$ cat src/rtl/uart_cmd_pkg.sv
// uart_cmd_pkg: shared constants for the UART command responder.
//   - FSM state encodings (3-bit, legacy-compatible localparams)
//   - protocol opcodes and reply bytes
//   - sat_inc8: saturating 8-bit increment used by the error counter
package uart_cmd_pkg;

  localparam logic [2:0] S_OP   = 3'd0;
  localparam logic [2:0] S_ADDR = 3'd1;
  localparam logic [2:0] S_DATA = 3'd2;
  localparam logic [2:0] S_TX   = 3'd3;
  localparam logic [2:0] S_HOLD = 3'd4;
  localparam logic [2:0] S_WAIT = 3'd5;

  localparam logic [7:0] OP_W    = 8'h57;
  localparam logic [7:0] OP_R    = 8'h52;
  localparam logic [7:0] RSP_OK  = 8'h4B;
  localparam logic [7:0] RSP_ERR = 8'h3F;

  function automatic logic [7:0] sat_inc8(input logic [7:0] v);
    if (v == 8'hFF) begin
      sat_inc8 = 8'hFF;
    end else begin
      sat_inc8 = v + 8'd1;
    end
  endfunction

endpackage

$ cat src/rtl/uart_cmd_timeout.sv
// uart_cmd_timeout: inter-byte idle watchdog for a command frame.
// Ports:
//   clk, rst_n  clock / asynchronous active-low reset
//   en          frame in progress; counter is held at 0 while low
//   clr         a byte was consumed this cycle; restarts the idle count
//   expire      one-cycle pulse on the TIMEOUT_CYC-th consecutive idle cycle
module uart_cmd_timeout #(
  parameter int TIMEOUT_CYC = 5_000_000
) (
  input  logic clk,
  input  logic rst_n,
  input  logic en,
  input  logic clr,
  output logic expire
);

  localparam int W = (TIMEOUT_CYC > 2) ? $clog2(TIMEOUT_CYC) : 1;
  localparam logic [W-1:0] LAST = W'(TIMEOUT_CYC - 1);

  logic [W-1:0] cnt;

  // A consumed byte in the same cycle wins over expiry.
  always_comb begin
    if (en && !clr && (cnt == LAST)) begin
      expire = 1'b1;
    end else begin
      expire = 1'b0;
    end
  end

  // Idle-cycle counter: zero outside a frame, restarted by each byte.
  always_ff @(posedge clk or negedge rst_n) begin
    if (!rst_n) begin
      cnt <= '0;
    end else if (!en || clr || expire) begin
      cnt <= '0;
    end else begin
      cnt <= cnt + W'(1);
    end
  end

endmodule

$ cat src/rtl/uart_cmd_responder.sv
// uart_cmd_responder: byte-level command client of a uart user interface.
//   'W' addr data -> reg[addr] <= data, reply 'K'
//   'R' addr      -> reply reg[addr]
//   other opcode  -> reply '?', err_cnt++
// Ports:
//   clk_50m, rst_n       clock / asynchronous active-low reset
//   rx_rdy, rx_data      received byte valid / value (uart rdy, dout)
//   rx_clr               one-cycle consume pulse (uart rdy_clr)
//   tx_busy              transmitter busy (uart tx_busy)
//   tx_wr_en, tx_data    one-cycle send pulse / byte, held until tx_busy falls
//   regs_q               register bank, reg[i] = regs_q[8*i+7:8*i]
//   err_cnt              saturating count of bad opcodes and frame timeouts
module uart_cmd_responder
  import uart_cmd_pkg::*;
#(
  parameter int NREGS       = 16,
  parameter int TIMEOUT_CYC = 5_000_000
) (
  input  logic               clk_50m,
  input  logic               rst_n,
  input  logic               rx_rdy,
  input  logic [7:0]         rx_data,
  output logic               rx_clr,
  input  logic               tx_busy,
  output logic               tx_wr_en,
  output logic [7:0]         tx_data,
  output logic [8*NREGS-1:0] regs_q,
  output logic [7:0]         err_cnt
);

  localparam int AW = (NREGS > 1) ? $clog2(NREGS) : 1;

  logic [2:0]    state;
  logic          is_write;
  logic [AW-1:0] addr;
  logic [7:0]    reply;
  logic          in_frame;
  logic          consume;
  logic          expire;
  logic [AW-1:0] rx_idx;
  logic [7:0]    rd_byte;

  // Byte acceptance. rx_rdy is still high in the cycle rx_clr is asserted
  // (uart drops rdy one cycle later), so that cycle must not consume again.
  always_comb begin
    in_frame = (state == S_ADDR) || (state == S_DATA);
    if ((state == S_OP || in_frame) && rx_rdy && !rx_clr) begin
      consume = 1'b1;
    end else begin
      consume = 1'b0;
    end
    // Upper address bits are simply dropped (wrap-around addressing).
    rx_idx  = rx_data[AW-1:0];
    rd_byte = regs_q[{rx_idx, 3'b000} +: 8];
  end

  uart_cmd_timeout #(
    .TIMEOUT_CYC(TIMEOUT_CYC)
  ) u_timeout (
    .clk   (clk_50m),
    .rst_n (rst_n),
    .en    (in_frame),
    .clr   (consume),
    .expire(expire)
  );

  // Command FSM, register bank, reply path and error counter.
  always_ff @(posedge clk_50m or negedge rst_n) begin
    if (!rst_n) begin
      state    <= S_OP;
      is_write <= 1'b0;
      addr     <= '0;
      reply    <= 8'h00;
      rx_clr   <= 1'b0;
      tx_wr_en <= 1'b0;
      tx_data  <= 8'h00;
      regs_q   <= '0;
      err_cnt  <= 8'h00;
    end else begin
      rx_clr   <= consume;
      tx_wr_en <= 1'b0;
      case (state)
        S_OP: begin
          if (consume) begin
            if (rx_data == OP_W) begin
              is_write <= 1'b1;
              state    <= S_ADDR;
            end else if (rx_data == OP_R) begin
              is_write <= 1'b0;
              state    <= S_ADDR;
            end else begin
              reply   <= RSP_ERR;
              err_cnt <= sat_inc8(err_cnt);
              state   <= S_TX;
            end
          end
        end
        S_ADDR: begin
          if (consume) begin
            addr <= rx_idx;
            if (is_write) begin
              state <= S_DATA;
            end else begin
              reply <= rd_byte;
              state <= S_TX;
            end
          end else if (expire) begin
            err_cnt <= sat_inc8(err_cnt);
            state   <= S_OP;
          end
        end
        S_DATA: begin
          if (consume) begin
            regs_q[{addr, 3'b000} +: 8] <= rx_data;
            reply <= RSP_OK;
            state <= S_TX;
          end else if (expire) begin
            err_cnt <= sat_inc8(err_cnt);
            state   <= S_OP;
          end
        end
        S_TX: begin
          if (!tx_busy) begin
            tx_wr_en <= 1'b1;
            tx_data  <= reply;
            state    <= S_HOLD;
          end
        end
        // tx_busy only rises the cycle after wr_en; skip one cycle before
        // looking at it so the reply is not mistaken for already sent.
        S_HOLD: begin
          state <= S_WAIT;
        end
        S_WAIT: begin
          if (!tx_busy) begin
            state <= S_OP;
          end
        end
        default: begin
          state <= S_OP;
        end
      endcase
    end
  end

endmodule

$ cat config.mk
export PLATFORM = sky130hd
export DESIGN_NAME = uart_cmd_responder
export DESIGN_NICKNAME = d
export VERILOG_FILES = /design/src/rtl/uart_cmd_pkg.sv /design/src/rtl/uart_cmd_timeout.sv /design/src/rtl/uart_cmd_responder.sv
export SDC_FILE = /design/constraint.sdc
export NUM_CORES = 1
export LEC_CHECK = 0
export CAP_MARGIN = 0
export CORE_ASPECT_RATIO = 1.1
export CORE_MARGIN = 4
export CORE_UTILIZATION = 28
export CTS_CLUSTER_DIAMETER = 200
export DETAILED_ROUTE_END_ITERATION = 6
export GPL_TIMING_DRIVEN = 0
export PLACE_DENSITY = 0.48
export REMOVE_ABC_BUFFERS = 1
export SLEW_MARGIN = 20
export SYNTH_ARGS = -nofsm -noshare
export SYNTH_HDL_FRONTEND = slang
export SYNTH_SLANG_ARGS = --single-unit
$ cat constraint.sdc
create_clock -name clk_50m -period 3.12 [get_ports clk_50m]
set_input_delay 0.624 -clock clk_50m [delete_from_list [all_inputs] [get_ports clk_50m]]
set_output_delay 0.624 -clock clk_50m [all_outputs]
set_load 0.01 [all_outputs]
==> out/metrics.cfg, run 1 <==
[outcome]
status=completed

[cells_and_area]
layout_common_cells=185 x dfrtp_1, 153 x clkdlybuf4s50_1, 124 x mux2_2, 43 x nand2_1, 42 x nor2_1
multi_input_area_sq_mm=0.00396
antennaDiodeCount=0
fin_nets=806
layout_commonest_cell=dfrtp_1
area_growth_pct=30.0
fill_cells=3041
regArea_sq_mm=0.00463
layoutNonFillerInstCount=1218
drive_above_1_share_pct=28.2
postLayoutCellArea_sq_mm=0.0114

[sta]
setup_slack_ns=0.163
period_minus_slack_ns=2.96
period_share_pct=94.8
hold_viol=0
holdWs_ns=0.458
max_slew.worst_pin.slew_ns=1.16
rsz0062_at_grt=no
finClkSkew_ns=0.0216
slew_headroom_pct=22.2
finalSetupViolCount=0
max_clock_freq_mhz=338
drv_slew=0

[placement]
placed_cells=1185
post-place-ws_ns=-0.218
place_area_sq_mm=0.0108
portBuffers=157
gp_congestion=0.761
dp_hpwl_mm=18.3

[global_routing]
grt_pass1_vias=6106
grt_max_degree=91
grt_use_met1_pct=20.1
antenna_found_initial=0
grt.busiest_layer=met2
grt_pass1_wl_mm=40.3
gr-usage-met3_pct=5.46
grt-ovfl-total=0
use_met2_pct=25.2
grtUsageTotal_pct=15.4

[drt]
ant_nets=0
wl_per_cell_um=21.3
vias=5747
drt_first_iter_violations=257
drt-total-wl_mm=26.0
route.detailed.drc=0
via_per_inst=4.72
dr.pass1.iters=4

[synth]
ys.warnings.count=0
syn_area_sq_mm=0.00879
synth-seq-area-share_pct=52.7
ys_seq_elements=185
synth_edf_count=0
netlist_instances=647
syn_area_per_cell_sq_um=13.6
synth_cell_type_count=57
synth_flop_cell=dfrtp_1
synth-async-reset-ratio_pct=100

[floorplan]
start_util_pct=28.7
core_area_sq_mm=0.0307
die_area_sq_mm=0.0343
row_count=67
die_y_um=194
ios=158
die_w_um=177

[power]
total_power_w=0.00983
p_per_area_mw_per_mm2=860
p_leak_nw=4.85
vdd_drop_max_v=0.000311

[worst_setup_path]
cp_slowest_cell=clkdlybuf4s50_1
cp-start-kind=primary input
path_cells=clkdlybuf4s50_1 > nand2b_1 > nor3_1 > nor4_2 > o21bai_1 > mux2_2
path_max_fanout=22
max_stage_delay_ns=1.03
critical_path_arrival_ns=3.27
required_ns=3.44
worstSetupEndpointType=register
cpLargestDelayFamily=buffers and inverters
worstSetupPathType=primary input to register
path_buf_inv=1

[clock_tree]
htree_levels=4
cts_root_buf=clkbuf_16
post_cts_buffers=0
tritoncts=done
clk_path_buf_depth=2
clk-insertion-delay-late_ns=0.44
cts_buffers=17
cts.sinks=185
clk_pin_slew_ns=0.07

[min_path]
holdCritPathClass=register to register

[run]
cap_violations=0

## what timing repair did
| action | CTS | global route |
|---|---|---|
| hold buffers | 1 | 0 |
| endpoints found under the hold margin | 3 | 0 |
| resized for setup | 0 | 0 |
| setup endpoints to repair | 0 | 0 |
## cell type report
type,instances,area share (%)
clock buffers,18,3.84
clock inverters,14,1.49
inverters,11,0.361
multi-input cells,414,34.6
flip-flops and latches,185,40.5
well taps,414,4.53
repair buffers,162,14.7
## power by group
| part | total [W] | switching, W | internal (W) |
|---|---|---|---|
| Clock | 0.00222 | 0.00110 | 0.00111 |
| Combinational | 0.00378 | 0.00166 | 0.00211 |
| Sequential | 0.00384 | 0.000713 | 0.00312 |
| Total | 0.00983 | 0.00348 | 0.00635 |
## registers in the layout, summed over array words and instances (netlist names)
register and cells:
u_timeout.cnt 23, is_write 1, state 3, tx_wr_en 1
rx_clr 1, err_cnt 8, addr 4, regs_q 128
reply 8, tx_data 8
## logic make-up (layout without fill, tap and decap cells)
family	count (synthesis)	after routing	share of synthesized area (%)
simple gates	168	168	10.2
buf+inv	48	205	2.48
compound gates	37	37	3.39
fa+ha+maj	3	3	0.427
flops	185	185	52.7
xor+xnor	25	25	2.58
mux	181	181	28.3
## worst paths after layout
check	start	slack, ns	end	cells after the start
max	rx_data[3]	0.16	err_cnt[1]$_DFFE_PN0P_	6
min	u_timeout.cnt[0]$_DFF_PN0_	0.46	u_timeout.cnt[0]$_DFF_PN0_	1
max reg2reg	addr[0]$_DFFE_PN0P_	0.17	regs_q[104]$_DFFE_PN0P_	7
min reg2reg	u_timeout.cnt[0]$_DFF_PN0_	0.46	u_timeout.cnt[0]$_DFF_PN0_	1
max in group asynchronous	rst_n	1.40	regs_q[125]$_DFFE_PN0P_	4
min in group asynchronous	rst_n	0.61	err_cnt[6]$_DFFE_PN0P_	2
## synth_stat cells, types with 3 or more instances
| master | number | area share, % |
|---|---|---|
| xor2_1 | 7 | 0.70 |
| nand2_2 | 4 | 0.28 |
| nor3_1 | 12 | 0.68 |
| mux2_1 | 16 | 2.0 |
| buf_4 | 5 | 0.43 |
| dfrtp_1 | 185 | 53 |
| nand2b_1 | 5 | 0.36 |
| inv_1 | 11 | 0.47 |
| and2_1 | 12 | 0.85 |
| o21ai_0 | 17 | 0.97 |
| buf_2 | 9 | 0.51 |
| mux2_2 | 124 | 16 |
| clkbuf_1 | 20 | 0.85 |
| o22a_1 | 3 | 0.30 |
| mux4_2 | 40 | 10 |
| xnor2_1 | 17 | 1.7 |
| nand2_1 | 43 | 1.8 |
| ha_1 | 3 | 0.43 |
| nand3_1 | 10 | 0.57 |
| a211oi_1 | 3 | 0.26 |
| nor2b_1 | 4 | 0.28 |
| nor4_1 | 3 | 0.21 |
| nor2_1 | 42 | 1.8 |
| nand4_1 | 6 | 0.43 |
| o221a_2 | 3 | 0.38 |
| and3_1 | 5 | 0.36 |
## worst register-to-register path: stages, from the launching register on
cell	delay (ns)
dfrtp_1	0.54
inv_1	0.11
ha_1	0.30
nand2b_1	0.21
a2111oi_4	0.43
and2_1	0.26
and3_1	0.61
mux2_1	0.39
## stage by stage
stage	utilization, %	TNS (ns)
2_1_floorplan	-	0
3_3_place_gp	34.9	-1349.99
3_5_place_dp	35.2	-6.94
4_1_cts	37.2	0
5_1_grt	37.2	0
6_report	37.2	0
## layer usage
metal	wire length [um]	vias to the layer above
li1	-	2635
met1	11200	2967
met2	12800	132
met3	1820	13
met4	216	0
met5	0	-
No activity file was read; power rests on OpenSTA's default activity.
==> run 2, diff against run 1 <==
Settings changed: GPL_TIMING_DRIVEN 0 to not set.
==> run 2 against run 1 <==
Power rose by 1.5%; register-to-register slack improved by 0.45 ns; non-clock buffer count rose by 21; die area did not move; final cell count rose by 1.7%; sequential cell count did not move; critical path depth did not move; worst hold slack got worse by 0.34 ns; combinational power rose by 3%; fmax rose by 15%; clock skew fell by 0.0061 ns.
==> out/metrics.cfg, run 2 (synthesis gave the netlist of run 1 again) <==
[power]
p_comb_share_pct=39.0  ; +0.6 points
p_leak_nw=4.94  ; +1.9%
p_per_area_mw_per_mm2=862  ; +0.21%
seqPwrFrac_pct=38.6  ; -0.4 points
switching_share_pct=35.7  ; +0.30 points
power.internal_w=0.00641  ; +1.0%
power.switching_w=0.00356  ; +2.4%
pwr-share-clk_pct=22.3  ; -0.2 points
vdd_drop_max_v=0.000358  ; +15%

[global_routing]
grt_pass1_wl_mm=41.4  ; +2.8%
grt-ovfl-total=0  ; unchanged
grt_max_degree=62  ; -32%
grtUsageTotal_pct=15.9  ; +0.42 points
antenna_found_initial=1  ; +1
grt_pass1_vias=6372  ; +4.4%

[cells_and_area]
fill_cells=3015  ; -0.85%
antennaDiodeCount=0  ; unchanged
layout_common_cells=185 x dfrtp_1, 154 x clkdlybuf4s50_1, 124 x mux2_2, 43 x nand2_1, 42 x nor2_1
top_register=regs_q
area_growth_pct=31.6
layout_commonest_cell=dfrtp_1
largest_register_ffs=128  ; unchanged
multi_input_area_sq_mm=0.00394  ; -0.28%
reg_top3=regs_q (128), u_timeout.cnt (23)
fin_nets=827  ; +2.6%
drive_above_1_share_pct=29.8  ; +1.6 points
regArea_sq_mm=0.00463  ; unchanged

[clock_tree]
tritoncts=done
cts.sinks=185  ; unchanged
htree_levels=4  ; unchanged
cts_root_buf=clkbuf_16
post_cts_buffers=0  ; unchanged
clk_path_buf_depth=2  ; unchanged
cts_resized=0  ; unchanged
clk-insertion-delay-late_ns=0.44  ; about the same
cts_hold_buf=0  ; -1
clk_pin_slew_ns=0.08  ; about the same
cts_buffers=17  ; unchanged

[floorplan]
row_count=67  ; unchanged
die_w_um=177  ; unchanged
core_area_sq_mm=0.0307  ; unchanged
die_area_sq_mm=0.0343  ; unchanged
ios=158  ; unchanged
die_y_um=194  ; unchanged
start_util_pct=28.7  ; unchanged

[worst_setup_path]
path_max_fanout=8  ; -64%
worstSetupEndpointType=register
crit_path_start=rx_rdy
worstSetupPathType=primary input to register
rr_startpoint=addr[1]$_DFFE_PN0P_
cp-start-kind=primary input
critical_path_arrival_ns=2.88  ; -0.39 ns
r2r_setup_slack_ns=0.62  ; +0.45 ns
required_ns=3.44  ; about the same

[min_path]
holdCritPathClass=primary input to async pin

[sta]
max_clock_freq_mhz=390  ; +15%
drv_slew=0  ; unchanged
hold_viol=0  ; unchanged
finClkSkew_ns=0.0155  ; -0.00610 ns
max_slew.worst_pin.slew_ns=0.857  ; -0.306 ns
period_share_pct=82.1  ; -13 points
rsz0062_at_grt=no
setup-tns-final_ns=0  ; unchanged
slew_headroom_pct=42.2  ; +20 points
setup_slack_ns=0.558  ; +0.394 ns
finalSetupViolCount=0  ; unchanged
period_minus_slack_ns=2.56  ; -0.394 ns

[drt]
route.detailed.drc=0  ; unchanged
wl_per_cell_um=21.6  ; +1.0%
ant_nets=0  ; unchanged
drt-total-wl_mm=26.7  ; +2.8%
dr.pass1.iters=4  ; unchanged
drt_first_iter_violations=206  ; -20%
via_per_inst=4.78  ; +1.4%
vias=5927  ; +3.1%

[placement]
portBuffers=157  ; unchanged
gp_congestion=0.802  ; +5.3%
post-place-ws_ns=0.140  ; +0.358 ns
dp_hpwl_mm=19.6  ; +7.0%

[run]
cap_violations=0  ; unchanged

[outcome]
status=completed

[run 2: power groups by stage]
stage	Combinational (W)	Clock, W	Sequential [W]
2_1_floorplan	0.00159	0	0.00395
3_3_place_gp	0.00394	0	0.00391
3_5_place_dp	0.00395	0	0.00389
4_1_cts	0.00397	0.00229	0.00386
5_1_grt	0.00420	0.00239	0.00396
6_report	0.00389	0.00223	0.00385
[run 2: final cells by class]
class,count,area share [%]
flip-flops and latches,185,40.0
repair buffers,183,15.8
multi-input cells,414,34.1
inverters,11,0.357
clock inverters,14,1.54
well taps,414,4.48
clock buffers,18,3.80
[run 2: path summary, 6_finish.rpt]
path / to / cells past startpoint
worst min register to register: u_timeout.cnt[0]$_DFF_PN0_ / 1
min in group clk_50m: u_timeout.cnt[0]$_DFF_PN0_ / 1
max in group asynchronous: regs_q[24]$_DFFE_PN0P_ / 2
worst min-delay path: tx_wr_en$_DFF_PN0_ / 1
worst max-delay path: regs_q[72]$_DFFE_PN0P_ / 6
worst max register to register: regs_q[110]$_DFFE_PN0P_ / 8
[run 2: stage by stage]
step	instance area, sq um	total power [W]	instances	util, %	hold WS [ns]
after detailed placement	11000	0.00785	1207	35.7	0.449
after global routing	11600	0.0106	1239	37.7	0.122
after CTS	11600	0.0101	1239	37.7	0.112
final	11600	0.00997	1239	37.7	0.114
after global placement	11000	0.00784	1207	35.7	0.440
after floorplan	8610	0.00554	610	-	0.328
[run 2: worst max-delay path: stages]
cell and delay [ns]:
clkdlybuf4s50_1 0.50, nand2b_1 0.16, or3_1 0.54, nor3_4 0.20
and3_1 0.46, mux2_2 0.38
[run 2: routing by layer]
metal	vias to the layer above	share of wire, %	routed length, um	track usage [%]
li1	2678	-	-	-
met1	3091	44	11800	20.8
met2	140	49	13000	25.9
met3	16	6.3	1690	5.23
met4	2	0.73	195	2.89
met5	-	0.075	20	0
==> run 3, diff against run 2 <==
Clock period 3.12 ns to 2.5 ns, I/O delays scaled along.
==> run 3 against run 2 <==
Register-to-register slack got worse by 0.42 ns; count of clock-buffer cells in the layout increased by 1; combinational power increased by 29%; critical path depth increased by 2; via count increased by 1.4%; clock power increased by 28%; highest routed layer unchanged.
==> out/metrics.cfg, run 3 (synthesis gave the netlist of run 1 again) <==
[outcome]
status=completed

[cells_and_area]
final_util_pct=38.7  ; +1.0 points
largest_register_ffs=128  ; unchanged
antennaDiodeCount=0  ; unchanged
reg_top3=regs_q (128), u_timeout.cnt (23)
layout_commonest_cell=dfrtp_1
layout_common_cells=185 x dfrtp_1, 154 x clkdlybuf4s50_1, 124 x mux2_2, 43 x nand2_1, 42 x nor2_1
top_register=regs_q
drive_above_1_share_pct=32.0  ; +2.2 points
layoutNonFillerInstCount=1267  ; +2.3%
fin_nets=855  ; +3.4%
area_growth_pct=35.2

[worst_setup_path]
cp_slowest_cell=dfrtp_1
path_buf_inv=2  ; +1
path_cells=inv_1 > ha_1 > nand3b_1 > a2111oi_4 > and2_1 > and3_1 > buf_12 > mux2_1
worstSetupPathType=register to register
worstSetupEndpointType=register
path_max_fanout=8  ; unchanged
crit_path_start=addr[1]$_DFFE_PN0P_
rr_startpoint=addr[1]$_DFFE_PN0P_
required_ns=2.81  ; -0.63 ns
worstReg2RegEnd=regs_q[110]$_DFFE_PN0P_
cpLargestDelayFamily=simple AND/OR/NAND/NOR gates
max_stage_delay_ns=0.42  ; -0.12 ns
critical_path_arrival_ns=2.61  ; -0.27 ns
cp-start-kind=register
r2r_setup_slack_ns=0.20  ; -0.42 ns
reg2reg_depth=8  ; unchanged

[clock_tree]
clk_pin_slew_ns=0.07  ; about the same
cts.sinks=185  ; unchanged
cts_resized=0  ; unchanged
clk-insertion-delay-late_ns=0.44  ; about the same
cts_root_buf=clkbuf_16
cts_buffers=17  ; unchanged
post_cts_buffers=0  ; unchanged
clk_path_buf_depth=2  ; unchanged
htree_levels=4  ; unchanged
cts_hold_buf=0  ; unchanged
tritoncts=done

[power]
vdd_drop_max_v=0.000436  ; +22%
p_per_area_mw_per_mm2=1060  ; +23%
seqPwrFrac_pct=37.7  ; -0.9 points
power.internal_w=0.00830  ; +30%
p_comb_share_pct=39.7  ; +0.7 points
switching_share_pct=34.1  ; -1.6 points
total_power_w=0.0126  ; +26%
p_leak_nw=5.11  ; +3.5%
pwr-share-clk_pct=22.6  ; +0.3 points
power.switching_w=0.00431  ; +21%

[drt]
vias=6008  ; +1.4%
via_per_inst=4.74  ; -0.87%
dr.pass1.iters=4  ; unchanged
ant_nets=0  ; unchanged
route.detailed.drc=0  ; unchanged
drt-total-wl_mm=27.0  ; +1.2%
drt_first_iter_violations=257  ; +25%
wl_per_cell_um=21.3  ; -0.99%

[global_routing]
use_met2_pct=26.7  ; +0.75 points
antenna_found_initial=1  ; unchanged
grt-ovfl-total=0  ; unchanged
grt_pass1_wl_mm=41.8  ; +0.82%
grtUsageTotal_pct=16.1  ; +0.22 points
grt_pass1_vias=6479  ; +1.7%
grt_max_degree=65  ; +4.8%
gr-usage-met3_pct=4.95  ; -0.27 points
grt_use_met1_pct=20.8  ; -0.037 points
grt.busiest_layer=met2

[sta]
max_clock_freq_mhz=435
max_slew.worst_pin.slew_ns=0.825  ; -0.0321 ns
finalSetupViolCount=0  ; unchanged
rsz0062_at_grt=no
period_share_pct=92.0
hold_viol=0  ; unchanged
finClkSkew_ns=0.0111  ; -0.00438 ns
drv_slew=0  ; unchanged
slew_headroom_pct=44.4  ; +2.2 points
period_minus_slack_ns=2.30

[floorplan]
start_util_pct=28.7  ; unchanged
row_count=67  ; unchanged
die_area_sq_mm=0.0343  ; unchanged
die_w_um=177  ; unchanged
ios=158  ; unchanged
core_area_sq_mm=0.0307  ; unchanged
die_y_um=194  ; unchanged

[run]
cap_violations=0  ; unchanged

[placement]
gp_congestion=0.801  ; about the same
dp_hpwl_mm=19.9  ; +1.7%
placed_cells=1235  ; +2.3%
portBuffers=157  ; unchanged

[min_path]
holdCritPathClass=primary input to async pin

==> run 3: changes by cell type in the layout (fill, tap and decap cells not counted), sizes merged <==
| cell | before | now |
|---|---|---|
| clkinvlp | 0 | 1 |
| clkbuf | 19 | 20 |
| buf | 28 | 56 |
| clkinv | 8 | 5 |
| bufinv | 0 | 3 |
| inv | 17 | 15 |
==> run 3: worst max path at each step <==
stage / endpoint / depth (start not counted) / slack [ns]
5_1_grt: regs_q[105]$_DFFE_PN0P_ / 8 / 0.06
6_report: regs_q[110]$_DFFE_PN0P_ / 8 / 0.20
3_5_place_dp: regs_q[111]$_DFFE_PN0P_ / 8 / -0.15
4_1_cts: regs_q[110]$_DFFE_PN0P_ / 8 / 0.20
3_3_place_gp: err_cnt[5]$_DFFE_PN0P_ / 7 / -0.16
2_1_floorplan: regs_q[104]$_DFFE_PN0P_ / 7 / 0.12
==> run 3: power groups by stage <==
stage | logic [W] | clock network (W) | registers [W]
global placement | 0.00506 | 0 | 0.00482
finish | 0.00501 | 0.00285 | 0.00475
global route | 0.00541 | 0.00305 | 0.00489
floorplan | 0.00198 | 0 | 0.00493
detailed placement | 0.00507 | 0 | 0.00481
CTS | 0.00510 | 0.00292 | 0.00477
==> run 3: area by class of cell <==
class,instances,area (sq um)
clock buffer,19,443
clock inverter,13,165
fill,3012,18800
inverter,11,41.3
multi-input combinational,414,3940
sequential,185,4630
tap,414,518
timing repair buffer,211,2150
==> run 3: routing by layer <==
layer | wire length, um | share of wire [%]
met3 | 1530 | 5.7
met5 | 13 | 0.048
met4 | 293 | 1.1
met1 | 11800 | 43
met2 | 13500 | 50
==> run 3: stage by stage <==
stage / setup TNS, ns / area [sq um] / hold WS, ns / worst slack, ns
CTS: 0 / 11900 / 0.0148 / 0.197
detailed placement: -10.07 / 11300 / 0.454 / -0.145
global route: 0 / 11900 / 0.0317 / 0.0609
finish: 0 / 11900 / 0.0215 / 0.201
global placement: -11.44 / 11300 / 0.444 / -0.156
floorplan: 0 / 8610 / 0.204 / 0.122
